===== config.mk =====
export PLATFORM = sky130hd
export DESIGN_NAME = muldiv_ctrl
export DESIGN_NICKNAME = d
export VERILOG_FILES = /design/src/rtl/muldiv_pkg.sv /design/src/rtl/muldiv_div_core.sv /design/src/rtl/muldiv_ctrl.sv
export SDC_FILE = /design/constraint.sdc
export NUM_CORES = 2
export LEC_CHECK = 0
export CAP_MARGIN = 25
export CORE_MARGIN = 1
export CORE_UTILIZATION = 64
export CTS_CLUSTER_DIAMETER = 120
export DETAILED_ROUTE_END_ITERATION = 12
export DONT_BUFFER_PORTS = 1
export PLACE_DENSITY_LB_ADDON = 0.3
export SLEW_MARGIN = 10
export SYNTH_ARGS = -nofsm -noshare
export SYNTH_HDL_FRONTEND = slang
export SYNTH_SLANG_ARGS = --single-unit

===== constraint.sdc =====
create_clock -name clk -period 18.5 [get_ports clk]
set_clock_uncertainty 0.05 [all_clocks]
set_input_delay 0.925 -clock clk [delete_from_list [all_inputs] [get_ports clk]]
set_output_delay 0.925 -clock clk [all_outputs]
set_load 0.005 [all_outputs]

===== src/rtl/muldiv_pkg.sv =====
// rtl/muldiv_pkg.sv - op codes, FSM encoding and iteration count for muldiv_ctrl (MULDIV_ITER_MUL_EN adds the MUL state)
package muldiv_pkg;

    localparam int ITER_COUNT = 32;
    localparam int CNT_W      = $clog2(ITER_COUNT);

    // Codes 0 and 7 are NOPs.
    localparam logic [2:0] OP_MULT  = 3'd1;
    localparam logic [2:0] OP_MULTU = 3'd2;
    localparam logic [2:0] OP_DIV   = 3'd3;
    localparam logic [2:0] OP_DIVU  = 3'd4;
    localparam logic [2:0] OP_MTHI  = 3'd5;
    localparam logic [2:0] OP_MTLO  = 3'd6;

`ifdef MULDIV_ITER_MUL_EN
    typedef enum logic [1:0] {S_IDLE = 2'd0, S_DIV = 2'd1, S_DONE = 2'd2, S_MUL = 2'd3} state_t;
`else
    typedef enum logic [1:0] {S_IDLE = 2'd0, S_DIV = 2'd1, S_DONE = 2'd2} state_t;
`endif

    function automatic logic is_valid_op(input logic [2:0] op);
        case (op)
            OP_MULT, OP_MULTU, OP_DIV, OP_DIVU, OP_MTHI, OP_MTLO: return 1'b1;
            default: return 1'b0;
        endcase
    endfunction

    function automatic logic is_div_op(input logic [2:0] op);
        return (op == OP_DIV) || (op == OP_DIVU);
    endfunction

    function automatic logic is_mul_op(input logic [2:0] op);
        return (op == OP_MULT) || (op == OP_MULTU);
    endfunction

    function automatic logic is_signed_op(input logic [2:0] op);
        return (op == OP_MULT) || (op == OP_DIV);
    endfunction

endpackage


===== src/rtl/muldiv_div_core.sv =====
// rtl/muldiv_div_core.sv - unsigned radix-2 restoring divider, one quotient bit per step
module muldiv_div_core
    import muldiv_pkg::*;
#(
    parameter int WIDTH = 32
) (
    input  logic             clk,
    input  logic             rst,
    input  logic             load,
    input  logic             step,
    input  logic [WIDTH-1:0] dividend,
    input  logic [WIDTH-1:0] divisor,
    output logic [WIDTH-1:0] quotient_next,
    output logic [WIDTH-1:0] remainder_next,
    output logic             last
);

    logic [WIDTH-1:0] rem_q;
    logic [WIDTH-1:0] quo_q;
    logic [WIDTH-1:0] dsr_q;
    logic [CNT_W-1:0] cnt_q;
    logic [WIDTH:0]   shifted;
    logic [WIDTH:0]   diff;

    assign last = (cnt_q == '0);

    // Trial subtraction; a zero divisor always succeeds, giving all-ones quotient and remainder = dividend.
    always_comb begin
        shifted = {rem_q, quo_q[WIDTH-1]};
        diff    = shifted - {1'b0, dsr_q};
        if (!diff[WIDTH]) begin
            remainder_next = diff[WIDTH-1:0];
            quotient_next  = {quo_q[WIDTH-2:0], 1'b1};
        end else begin
            remainder_next = shifted[WIDTH-1:0];
            quotient_next  = {quo_q[WIDTH-2:0], 1'b0};
        end
    end

    // Partial remainder, quotient shift register and iteration counter (31 down to 0).
    always_ff @(posedge clk) begin
        if (rst) begin
            rem_q <= '0;
            quo_q <= '0;
            dsr_q <= '0;
            cnt_q <= '0;
        end else if (load) begin
            rem_q <= '0;
            quo_q <= dividend;
            dsr_q <= divisor;
            cnt_q <= CNT_W'(ITER_COUNT - 1);
        end else if (step) begin
            rem_q <= remainder_next;
            quo_q <= quotient_next;
            if (cnt_q != '0)
                cnt_q <= cnt_q - 1'b1;
        end
    end

endmodule


===== src/rtl/muldiv_ctrl.sv =====
// rtl/muldiv_ctrl.sv - HI/LO multiply/divide controller; MULDIV_ITER_MUL_EN selects a 32-cycle shift-add multiplier
module muldiv_ctrl
    import muldiv_pkg::*;
#(
    parameter int WIDTH = 32
) (
    input  logic             clk,
    input  logic             rst,
    input  logic             start_i,
    input  logic [2:0]       op_i,
    input  logic [WIDTH-1:0] a_i,
    input  logic [WIDTH-1:0] b_i,
    input  logic             cancel_i,
    output logic             stall_o,
    output logic [1:0]       we_o,
    output logic [WIDTH-1:0] hi_o,
    output logic [WIDTH-1:0] lo_o
);

    state_t           state_q, state_d;
    logic [2:0]       op_q;
    logic [WIDTH-1:0] a_q;
    logic             quo_neg_q, rem_neg_q, div_zero_q;
    logic [WIDTH-1:0] res_hi_q, res_lo_q;

    logic             accept, a_neg, b_neg, multi_op, busy;
    logic [WIDTH-1:0] mag_a, mag_b;
    logic [WIDTH-1:0] quo_next, rem_next;
    logic             div_last;

    assign accept   = (state_q == S_IDLE) && start_i && !cancel_i && is_valid_op(op_i);
    assign a_neg    = is_signed_op(op_i) && a_i[WIDTH-1];
    assign b_neg    = is_signed_op(op_i) && b_i[WIDTH-1];
    assign mag_a    = a_neg ? -a_i : a_i;
    assign mag_b    = b_neg ? -b_i : b_i;
    assign hi_o     = res_hi_q;
    assign lo_o     = res_lo_q;

`ifdef MULDIV_ITER_MUL_EN
    logic [2*WIDTH-1:0] mul_acc_q, mul_mcand_q, mul_acc_next;
    logic [WIDTH-1:0]   mul_mplier_q;
    logic [CNT_W-1:0]   mul_cnt_q;
    logic               mul_last;

    assign mul_last     = (mul_cnt_q == '0);
    assign mul_acc_next = mul_mplier_q[0] ? mul_acc_q + mul_mcand_q : mul_acc_q;
    assign multi_op     = is_div_op(op_i) || is_mul_op(op_i);
    assign busy         = (state_q == S_DIV) || (state_q == S_MUL);
`else
    logic [2*WIDTH-1:0] ext_a, ext_b, product;

    // Sign- or zero-extend to full width so the low half of the product is exact for both signednesses.
    assign ext_a    = is_signed_op(op_i) ? {{WIDTH{a_i[WIDTH-1]}}, a_i} : {{WIDTH{1'b0}}, a_i};
    assign ext_b    = is_signed_op(op_i) ? {{WIDTH{b_i[WIDTH-1]}}, b_i} : {{WIDTH{1'b0}}, b_i};
    assign product  = ext_a * ext_b;
    assign multi_op = is_div_op(op_i);
    assign busy     = (state_q == S_DIV);
`endif

    muldiv_div_core #(.WIDTH(WIDTH)) u_div_core (
        .clk            (clk),
        .rst            (rst),
        .load           (accept && is_div_op(op_i)),
        .step           (state_q == S_DIV),
        .dividend       (mag_a),
        .divisor        (mag_b),
        .quotient_next  (quo_next),
        .remainder_next (rem_next),
        .last           (div_last)
    );

    // State register.
    always_ff @(posedge clk) begin
        if (rst)
            state_q <= S_IDLE;
        else
            state_q <= state_d;
    end

    // Next state: cancel aborts any busy state, DONE always returns to IDLE.
    always_comb begin
        state_d = state_q;
        case (state_q)
            S_IDLE: begin
                if (accept) begin
                    if (is_div_op(op_i))
                        state_d = S_DIV;
`ifdef MULDIV_ITER_MUL_EN
                    else if (is_mul_op(op_i))
                        state_d = S_MUL;
`endif
                    else
                        state_d = S_DONE;
                end
            end
            S_DIV: begin
                if (cancel_i)
                    state_d = S_IDLE;
                else if (div_last)
                    state_d = S_DONE;
            end
`ifdef MULDIV_ITER_MUL_EN
            S_MUL: begin
                if (cancel_i)
                    state_d = S_IDLE;
                else if (mul_last)
                    state_d = S_DONE;
            end
`endif
            S_DONE:  state_d = S_IDLE;
            default: state_d = S_IDLE;
        endcase
    end

    // Outputs: write strobe only in DONE, stall while busy or while a long op is being accepted.
    always_comb begin
        we_o    = 2'b00;
        stall_o = 1'b0;
        if (!rst) begin
            if (state_q == S_DONE && !cancel_i) begin
                case (op_q)
                    OP_MTHI: we_o = 2'b10;
                    OP_MTLO: we_o = 2'b01;
                    default: we_o = 2'b11;
                endcase
            end
            stall_o = busy || ((state_q == S_IDLE) && start_i && !cancel_i && multi_op);
        end
    end

    // Operand capture, sign fix-up and result registers.
    always_ff @(posedge clk) begin
        if (rst) begin
            op_q       <= '0;
            a_q        <= '0;
            quo_neg_q  <= 1'b0;
            rem_neg_q  <= 1'b0;
            div_zero_q <= 1'b0;
            res_hi_q   <= '0;
            res_lo_q   <= '0;
`ifdef MULDIV_ITER_MUL_EN
            mul_acc_q    <= '0;
            mul_mcand_q  <= '0;
            mul_mplier_q <= '0;
            mul_cnt_q    <= '0;
`endif
        end else begin
            if (accept) begin
                op_q       <= op_i;
                a_q        <= a_i;
                quo_neg_q  <= a_neg ^ b_neg;
                rem_neg_q  <= a_neg;
                div_zero_q <= (b_i == '0);
                case (op_i)
                    OP_MTHI: res_hi_q <= a_i;
                    OP_MTLO: res_lo_q <= a_i;
`ifdef MULDIV_ITER_MUL_EN
                    OP_MULT, OP_MULTU: begin
                        mul_acc_q    <= '0;
                        mul_mcand_q  <= {{WIDTH{1'b0}}, mag_a};
                        mul_mplier_q <= mag_b;
                        mul_cnt_q    <= CNT_W'(ITER_COUNT - 1);
                    end
`else
                    OP_MULT, OP_MULTU: {res_hi_q, res_lo_q} <= product;
`endif
                    default: ;
                endcase
            end
            if (state_q == S_DIV && div_last && !cancel_i) begin
                res_lo_q <= div_zero_q ? '1  : (quo_neg_q ? -quo_next : quo_next);
                res_hi_q <= div_zero_q ? a_q : (rem_neg_q ? -rem_next : rem_next);
            end
`ifdef MULDIV_ITER_MUL_EN
            if (state_q == S_MUL) begin
                mul_acc_q    <= mul_acc_next;
                mul_mcand_q  <= mul_mcand_q << 1;
                mul_mplier_q <= mul_mplier_q >> 1;
                if (mul_cnt_q != '0)
                    mul_cnt_q <= mul_cnt_q - 1'b1;
                if (mul_last && !cancel_i)
                    {res_hi_q, res_lo_q} <= quo_neg_q ? -mul_acc_next : mul_acc_next;
            end
`endif
        end
    end

endmodule

==> results_tabular.tex <==
\begin{tabular}{lr}
\hline
Metric & Value \\
\hline
\multicolumn{2}{l}{\textbf{Route}} \\
\quad Drt drc & 0 \\
\quad Number of vias in the routed layout & 47.99k \\
\quad Via/cell ratio & $\sim$6.0 \\
\quad Routed len/inst & between 20 and 25 um \\
\quad DRT Pass-1 Iters & 6 \\
\quad Violation count after the first detailed-route iteration & 4514 \\
\quad Antenna violation net count after detailed routing & 0 \\
\quad Routed WL & 183400 um \\
\multicolumn{2}{l}{\textbf{STA}} \\
\quad Setup TNS & 0 ps \\
\quad Normalized max-slew margin & a little under a third \\
\quad Final setup violation count & 0 \\
\quad Max Slew Vio Count & 0 \\
\quad Final hold vios & 0 \\
\quad Highest Clock Rate & between 0.09 and 0.1 GHz \\
\quad Min Clock Period, post-route & 10620 ps \\
\quad Final cycle utilization of the critical path & 57.40\% \\
\quad RSZ-0062 raised after global routing & no \\
\quad Slew @ Worst Pin & 1023 ps \\
\multicolumn{2}{l}{\textbf{Cells and area}} \\
\quad Number of nets in the final layout & 8554 \\
\quad Post-synthesis to final-layout area growth & 1.582\% \\
\quad Highest-count cells in the layout ignoring fill and taps & inv\_1, fa\_1, nand2\_1, ha\_1, and2\_1 \\
\quad Post-route cell area & about 0.062 mm2 \\
\quad Most common cell after layout, fill and taps aside & inv\_1 \\
\quad Fraction of layout cells with a size suffix above 1 & roughly 1.7\% \\
\multicolumn{2}{l}{\textbf{Global routing}} \\
\quad Initial antenna violation count & 6 \\
\quad Number of global-route vias before repair & just over 50k \\
\quad GRT Util Overall & 38.85\% \\
\quad First-pass GRT wire length & 289300 um \\
\quad Grt ovf & 0 \\
\quad Pin count of the biggest net entering global routing & 180 \\
\multicolumn{2}{l}{\textbf{Worst setup path}} \\
\quad Slowest cell delay on critical path & 940 ps \\
\quad Worst path arrival time & between 10000 and 15000 ps \\
\quad Most frequent cell on the critical path & fa\_1 \\
\quad Worst setup SP type & input port \\
\quad Register-to-register path setup slack & 11420 ps \\
\quad Critical Path Slowest Stage Cell & fa\_1 \\
\quad Critical path capture point type & flop \\
\quad WP data required & 18890 ps \\
\quad Launch point of the worst reg-to-reg path & u\_div\_core.quo\_q[31]\$\_SDFFE\_PP0P\_ \\
\quad First element of the critical path & op\_i[0] \\
\quad Critical path class & in -> reg \\
\quad Endpoint of the worst-slack reg-to-reg timing path & lo\_o[28]\$\_SDFFE\_PP0P\_ \\
\quad Path depth of the worst reg2reg path & 23 \\
\quad Critical-path maximum fanout & 47 \\
\multicolumn{2}{l}{\textbf{Clocking}} \\
\quad Number of setup buffers added after CTS & 0 \\
\quad CTS Root Buffer Type & clkbuf\_16 \\
\quad Maximum level of the CTS H-tree & 1 \\
\quad TritonCTS buffer count & 20 \\
\quad Clock transition at path regs & $\sim$70 ps \\
\quad Largest buffer count on any clock path & 3 \\
\quad TritonCTS clock tree & yes \\
\quad Insertion delay to the later sink of the worst-skew pair & 530 ps \\
\quad Resized cells post-CTS & 0 \\
\quad Clock tree sinks & 205 \\
\quad Total of hold buffers inserted after clock tree synthesis & 0 \\
\multicolumn{2}{l}{\textbf{Synthesis}} \\
\quad Yosys warns & 0 \\
\quad Number of flops mapped to enable cells by yosys & 0 \\
\quad Count of unique library cells instantiated by Yosys & 84 \\
\quad Total nets after synthesis & 8923 \\
\quad Async set-or-reset flop fraction in the synthesized netlist & 0\% \\
\quad Gate count of the mapped netlist & 7086 \\
\quad Fraction of the yosys area taken by sequential cells & roughly 6.7\% \\
\quad Post-synthesis sequential element count & 205 \\
\quad Synth Cell Area & 0.06145 mm2 \\
\quad Synth Area per Inst & around 8.7 um2 \\
\quad Flip-flop cell with the highest count after synthesis & dfxtp\_1 \\
\multicolumn{2}{l}{\textbf{Die}} \\
\quad \# IOs & 138 \\
\quad Floorplan row count & 113 \\
\quad Core outline area & 0.09501 mm2 \\
\quad Width of the die & 311.9 um \\
\quad Die Height & 311.9 um \\
\quad Die Outline Area & 0.09726 mm2 \\
\quad Initial Util & 64.68\% \\
\multicolumn{2}{l}{\textbf{Placement}} \\
\quad Total half-perimeter wirelength after legalization and detailed placement & approximately 140000 um \\
\quad Last weighted congestion value of the routability-driven placer & approximately 1 \\
\quad Placement Cell Area & 0.06173 mm2 \\
\quad Port buffer count & 0 \\
\multicolumn{2}{l}{\textbf{Worst hold path}} \\
\quad Destination of the worst hold path & a\_q[11]\$\_SDFFE\_PP0P\_ \\
\quad Hold\_sp & a\_q[11]\$\_SDFFE\_PP0P\_ \\
\quad Hold Crit Depth & 2 \\
\quad Class of the tightest hold or removal check & reg -> reg \\
\multicolumn{2}{l}{\textbf{Run}} \\
\quad Max Cap Viol & 0 \\
\multicolumn{2}{l}{\textbf{Run status}} \\
\quad Result of the run & complete, no violations \\
\hline
\end{tabular}
metrics by stage:
stage	utilization, %	setup slack, ps	instances	hold WS [ps]
after floorplan	-	7916	7086	381.2
after global placement	64.96	7586	7958	384.7
after detailed placement	64.97	7429	7959	391.4
after CTS	65.68	7927	7994	399.6
after global routing	65.68	7504	7995	403.8
final	65.70	7881	8002	400.5
worst max-delay path: cells and delay by family:
kind | cells | cell delay, ps
AOI/OAI and AO/OA | 9 | 1840
xor gates and xnor gates | 1 | 140
adders and majority gates | 11 | 6000
buffers and inverters | 8 | 1120
and+or+nand+nor | 5 | 920
cells by family after synthesis:
family / count (synthesis) / share of synthesized area, %
mux: 27 / 0.4520
fa+ha+maj: 1769 / 53.35
buf+inv: 2040 / 12.48
flops: 205 / 6.678
simple gates: 1952 / 14.48
compound gates: 838 / 8.928
xor+xnor: 255 / 3.634
worst max path at each step:
stage,to,slack [ps],depth (start not counted)
final,hi_o[31]$_SDFFE_PP0P_,7880,34
after global routing,hi_o[31]$_SDFFE_PP0P_,7500,34
after CTS,hi_o[31]$_SDFFE_PP0P_,7930,34
after detailed placement,hi_o[31]$_SDFFE_PP0P_,7430,34
after global placement,hi_o[31]$_SDFFE_PP0P_,7590,34
after floorplan,hi_o[31]$_SDFFE_PP0P_,7920,36
Yosys cell counts, types with 11 or more instances:
library cell	count	share of area, %
inv_1	1611	9.8
fa_1	1420	46
nand2_1	1058	6.5
clkbuf_1	357	2.2
ha_1	346	7.0
and2_1	344	3.5
a21oi_1	270	2.2
nor2_1	261	1.6
dfxtp_1	205	6.7
xnor2_1	172	2.5
o21ai_0	129	1.1
xor2_1	83	1.2
a211oi_1	79	0.97
buf_1	64	0.39
a21o_1	51	0.62
o211ai_1	45	0.55
nand3_1	44	0.36
nor3_1	41	0.33
a311oi_1	38	0.54
and3_1	34	0.35
o31ai_1	32	0.39
nand2b_1	28	0.29
nand4_1	26	0.26
a31oi_1	24	0.24
or3_1	22	0.22
mux2i_1	21	0.34
nor4_1	19	0.19
o21bai_1	19	0.23
nor2b_1	17	0.17
or4_1	17	0.21
o41ai_1	15	0.21
o21a_1	14	0.17
a221oi_1	11	0.16
layout make-up:
cell class	instances	area, um2
Tap cell	1265	1583
Clock inverter	10	123.9
Timing Repair Buffer	36	265.3
Clock buffer	25	549.3
Fill cell	7885	32590
Multi-Input combinational cell	4841	49730
Inverter	1613	6055
Antenna cell	7	17.52
Sequential cell	205	4105
flip-flops by register name (all words and copies together), names as in the netlist:
signal and flops:
op_q 3, lo_o 32, u_div_core.cnt_q 5, u_div_core.dsr_q 32, rem_neg_q 1, quo_neg_q 1
u_div_core.rem_q 32, state_q 2, u_div_core.quo_q 32, div_zero_q 1, hi_o 32, a_q 32
layer usage:
metal  up-vias  GRT usage [%]  wire, um
met4         2          16.29      8771
met5         -              0        13
met1     24138          50.86     69080
li1      20594              -         -
met2      2752          60.86     82340
met3       501          10.96     23210
Power is not shown: default switching activity piles up to over one toggle a cycle in this logic, so the estimate is an artifact.
